==> config.mk <==
export PLATFORM = sky130hd
export DESIGN_NAME = fifo_wr_arbiter
export DESIGN_NICKNAME = d
export VERILOG_FILES = /design/src/rtl/fifo_arb_pkg.sv /design/src/rtl/fifo_wr_arbiter_rr_pick.sv /design/src/rtl/fifo_wr_arbiter.sv
export SDC_FILE = /design/constraint.sdc
export NUM_CORES = 1
export LEC_CHECK = 0
export ABC_AREA = 1
export BUFFER_PORTS_ARGS = -buffer_cell sky130_fd_sc_hd__buf_4
export CAP_MARGIN = 0
export CORE_MARGIN = 2
export CORE_UTILIZATION = 45
export DETAILED_ROUTE_END_ITERATION = 8
export PLACE_DENSITY = 0.83
export SYNTH_ARGS = -nofsm -noshare
export SYNTH_HDL_FRONTEND = slang
export SYNTH_SLANG_ARGS = --single-unit
==> constraint.sdc <==
create_clock -name clk -period 3.5 [get_ports clk]
set_clock_uncertainty 0.15 [all_clocks]
set_input_delay 0.175 -clock clk [delete_from_list [all_inputs] [get_ports clk]]
set_output_delay 0.175 -clock clk [all_outputs]
set_load 0.01 [all_outputs]
==> src/rtl/fifo_arb_pkg.sv <==
// fifo_arb_pkg: shared FSM encoding and index-width helper for the FIFO write arbiter
package fifo_arb_pkg;
  typedef enum logic {ST_IDLE = 1'b0, ST_LOCK = 1'b1} arb_state_e;
  function automatic int idx_w(input int n);
    return (n > 1) ? $clog2(n) : 1;
  endfunction
endpackage

==> src/rtl/fifo_wr_arbiter_rr_pick.sv <==
// rr_pick: rotate-priority encoder, first set request at or after ptr_i wrapping to 0
module rr_pick #(
  parameter int N = 4,
  parameter int IDX_W = 2
) (
  input  logic [N-1:0]     req_i,
  input  logic [IDX_W-1:0] ptr_i,
  output logic [N-1:0]     grant_o,
  output logic [IDX_W-1:0] idx_o
);
  logic found;
  logic [IDX_W-1:0] k;
  always_comb begin
    grant_o = '0;
    idx_o = '0;
    found = 1'b0;
    k = '0;
    for (int o = 0; o < N; o++) begin
      k = IDX_W'((int'(ptr_i) + o) % N);
      if (!found && req_i[k]) begin
        found = 1'b1;
        grant_o[k] = 1'b1;
        idx_o = k;
      end
    end
  end
endmodule

==> src/rtl/fifo_wr_arbiter.sv <==
// fifo_wr_arbiter: round-robin sharing of one FIFO write port among NUM_REQ producers.
// Define ARB_BURST_EN to let a winner keep the port for up to MAX_BURST consecutive writes.
module fifo_wr_arbiter
  import fifo_arb_pkg::*;
#(
  parameter int DATA_WIDTH = 8,
  parameter int NUM_REQ = 4,
  parameter int MAX_BURST = 4,
  localparam int IDX_W = idx_w(NUM_REQ)
) (
  input  logic                          clk,
  input  logic                          reset_n,
  input  logic [NUM_REQ-1:0]            req_valid_i,
  input  logic [NUM_REQ*DATA_WIDTH-1:0] req_data_i,
  output logic [NUM_REQ-1:0]            req_ready_o,
  output logic [NUM_REQ-1:0]            grant_o,
  output logic [DATA_WIDTH-1:0]         fifo_data_o,
  output logic                          fifo_wr_en_o,
  input  logic                          fifo_full_i,
  output logic [IDX_W-1:0]              owner_o
);
  arb_state_e state_q;
  logic [IDX_W-1:0] rr_q, rr_d, owner_q, owner_d, pick_idx, win_idx;
  logic [NUM_REQ-1:0] pick_grant;
  logic held, xfer;

  function automatic logic [IDX_W-1:0] nxt(input logic [IDX_W-1:0] k);
    return (k == IDX_W'(NUM_REQ - 1)) ? '0 : k + 1'b1;
  endfunction

  rr_pick #(.N(NUM_REQ), .IDX_W(IDX_W)) u_pick (
    .req_i  (req_valid_i),
    .ptr_i  (rr_q),
    .grant_o(pick_grant),
    .idx_o  (pick_idx)
  );

  // A locked owner keeps the port only while it still presents a word; grants vanish during reset
  always_comb begin
    held = (state_q == ST_LOCK) && req_valid_i[owner_q];
    win_idx = held ? owner_q : pick_idx;
    grant_o = !reset_n ? '0 : held ? NUM_REQ'(1) << owner_q : pick_grant;
    xfer = |grant_o && !fifo_full_i;
    req_ready_o = grant_o & {NUM_REQ{~fifo_full_i}};
    fifo_wr_en_o = xfer;
    fifo_data_o = '0;
    for (int i = 0; i < NUM_REQ; i++)
      fifo_data_o = fifo_data_o | ({DATA_WIDTH{grant_o[i]}} & req_data_i[i*DATA_WIDTH +: DATA_WIDTH]);
  end

  always_ff @(posedge clk or negedge reset_n)
    if (!reset_n) begin
      rr_q <= '0;
      owner_q <= '0;
    end else begin
      rr_q <= rr_d;
      owner_q <= owner_d;
    end

  assign owner_o = owner_q;

`ifdef ARB_BURST_EN
  localparam int BURST_W = $clog2(MAX_BURST + 1);
  arb_state_e state_d;
  logic [BURST_W-1:0] burst_q, burst_d;

  always_ff @(posedge clk or negedge reset_n)
    if (!reset_n) begin
      state_q <= ST_IDLE;
      burst_q <= '0;
    end else begin
      state_q <= state_d;
      burst_q <= burst_d;
    end

  // A full FIFO freezes everything, including a lock in progress
  always_comb begin
    state_d = state_q;
    burst_d = burst_q;
    rr_d = rr_q;
    owner_d = owner_q;
    if (!fifo_full_i) begin
      if (held) begin
        burst_d = burst_q + 1'b1;
        if (burst_d == BURST_W'(MAX_BURST)) begin
          state_d = ST_IDLE;
          burst_d = '0;
          rr_d = nxt(owner_q);
        end
      end else if (state_q == ST_LOCK) begin
        state_d = ST_IDLE;
        burst_d = '0;
        rr_d = xfer ? nxt(win_idx) : nxt(owner_q);
        owner_d = xfer ? win_idx : owner_q;
      end else if (xfer) begin
        owner_d = win_idx;
        if (MAX_BURST > 1) begin
          state_d = ST_LOCK;
          burst_d = BURST_W'(1);
        end else begin
          rr_d = nxt(win_idx);
        end
      end
    end
  end
`else
  assign state_q = ST_IDLE;

  always_comb begin
    rr_d = xfer ? nxt(win_idx) : rr_q;
    owner_d = xfer ? win_idx : owner_q;
  end
`endif
endmodule
==> results.ini <==
[sta]
hold_viol=0
fmax_ghz=0.328
max_slew_margin_pct=62.7
tns_ns=0
rsz0062_at_grt=no
post-route-period-util_pct=87.0
drv_slew=0
tightestPinTransition_ns=0.559
setup_viol=0
fin_crit_ns=3.04
holdWs_ns=0.163

[grt]
grt_pass1_wl_um=4620
top_usage_layer=met2
grt_antenna_before_repair=0
met2_usage_pct=44.7
grt.total_usage_pct=22.7
grt_pass1_vias=1096
use_met1_pct=25.2
overflow=0
use_met3_pct=3.03
grt_start_max_net_pins=15

[floorplanning]
ios=58
die_h_um=49.8
die_area_um2=2480
core_area_um2=1960
placementRows=16
start_util_pct=48.1
chipWidth_um=49.8

[drt]
drt_iter0_drc=13
vias=1215
wl_per_cell_um=11.7
routed_wl_um=2860
drc=0
final_antenna_net_count=0
vias_per_cell=4.98
dr.pass1.iters=5

[worst_setup_path]
rr_worst_depth=13
ff2ff_setup_slack_ns=0.87
crit_family=simple AND/OR/NAND/NOR gates
crit_cells=13
critPathMaxFanout=14
cp.buffers_inverters=4
worstPathCellList=inv_8 -> ha_1 -> inv_1 -> nand3_1 -> nand2_1 -> nor2_4 -> nand3_1 -> nand3_2 -> nand2_1 -> inv_2 -> nand2_1 -> nand4_1 -> buf_4
worst_path_most_repeated_cell=nand2_1
crit_arrival_ns=2.72
critPathMaxStageDelay_ns=0.68
cp-end-kind=output pin
worstSetupPathType=reg -> out
start_kind=register
crit_path_end=fifo_data_o[3]
crit_required_ns=3.17
r2r_end=owner_o[1]
slowest_stage=dfrtp_1

[synth]
synth_cells=158
yosys_warnings=0
synthMuxAreaShare_pct=0
synthesis.area_um2=943
synth_seq_cells=4
synth_xor_area_share_pct=0.928
synth_fa_ha_area_share_pct=10.6
synthSimpleGateAreaFrac_pct=59.4
ys.flop_type=dfrtp_1
ys_seq_area_share_pct=10.6
synth_area_per_cell_um2=5.97
synth_compound_area_share_pct=8.89
synth_fp_nets=205
synth_top_family_by_area=simple AND/OR/NAND/NOR gates
yosys.cell_types.count=22
async_flop_share_pct=100
synth-edff-count=0

[clock_network]
cts_resized=0
worst_skew_pair.late_latency_ns=0.22
clock-root-buffer=clkbuf_4
numCtsBuffers=3
clk_path_buf_depth=2
cts_setup_buffers=0
htree_num_levels=1
cts_tree=done
cts.clk_slew.worst_paths_ns=0.04
cts.sinks=4

[final_layout]
multiInputGateArea_um2=753
ff_latch_area_um2=100
area_delta_synth_final_pct=50.0
finalNonFillerCells=244
diodes=0
layout-drive-gt1-share_pct=37.8
fin_nets=266
fillers=163
design_area_um2=1420

[pwr]
power_density_nw_per_um2=910
leakagePower_nw=0.801
ir_drop_v=0.000554

[job]
maxCapViolCount=0

[placement]
detailedPlacementHpwl_um=2430
dpl-instance-area_um2=1380
dp.cells=240
place.gp.congestion=0.864
numPortBuffers=57

[run_status]
run_status=finished, final reports clean

[worst_hold_path]
hp-class=in -> async

-- power breakdown --
part | switching, mW | total [mW] | internal, mW
Clock | 0.0151 | 0.0532 | 0.0381
Sequential | 0.0463 | 0.116 | 0.0695
Combinational | 0.673 | 1.12 | 0.447
-- synth_stat cells, types with 3 or more instances --
library cell,instances,area [um^2]
nand3_1,19,95.1
inv_1,11,41.3
o21ai_1,3,15.0
nand2_1,66,248
inv_2,4,15.0
dfrtp_1,4,100
nor2_1,5,18.8
nand4_1,9,56.3
nand3_2,5,50.1
ha_1,8,100
nand2_4,5,56.3
a21boi_0,4,30.0
nand2_2,3,18.8
-- timing repair --
action                                  4_1_cts  5_1_grt
endpoints found under the hold margin         4        0
hold buffers                                  1        0
endpoints found under the setup margin        0        0
-- metal layers --
metal | vias up | part of all wire (%) | wire, um
li1 | 639 | - | -
met1 | 526 | 42 | 1210
met2 | 48 | 51 | 1460
met3 | 2 | 5.9 | 170
met4 | 0 | 0.56 | 16
met5 | - | 0 | 0
-- cells in the final DEF, fill, tap and decap left out --
cell type       n
nand3_2         5
nand2_1        66
inv_1          11
o22ai_1         1
ha_1            8
nand2_4         5
a21oi_1         2
dfrtp_1         4
dlygate4sd3_1   1
o21ai_2         2
nor2_1          5
inv_2           4
nand2_2         3
buf_4          57
clkbuf_4        3
nor2_2          1
a21boi_0        4
nor2_4          1
inv_8           1
nand3_1        19
xor2_1          1
nand4_1         9
o21ai_1         3
o21ai_0         1
-- worst min path at each step --
stage / startpoint / to / slack, ns / cells after the start
after CTS: reset_n / owner_o[1] / 0.16 / 2
after global routing: reset_n / rr_q[1] / 0.16 / 2
after detailed placement: reset_n / owner_o[1] / -0.15 / 1
final: reset_n / owner_o[1] / 0.16 / 2
after global placement: reset_n / owner_o[0] / -0.15 / 1
after floorplan: reset_n / async pin / -0.27 / 0
-- final cells by class --
cell class	count	share of cell area, %
Multi-Input combinational cell	136	53.2
Clock buffer	3	1.59
Sequential cell	4	7.07
Timing Repair Buffer	58	30.9
Tap cell	27	2.39
Inverter	16	4.77
-- metrics by stage --
stage / power, mW / worst slack [ns] / util [%]
5_1_grt: 1.42 / 0.231 / 72.1
6_report: 1.29 / 0.456 / 72.1
3_5_place_dp: 1.23 / 0.711 / 70.5
2_1_floorplan: 0.898 / 1.16 / -
4_1_cts: 1.29 / 0.466 / 72.1
3_3_place_gp: 1.21 / 0.818 / 70.5
-- cell families after synthesis --
logic type | count (synthesis)
AOI/OAI and AO/OA | 13
and+or+nand+nor | 114
DFF | 4
adders and majority gates | 8
xor gates and xnor gates | 1
buffers and inverters | 18
No activity file was read; power rests on OpenSTA's default activity.
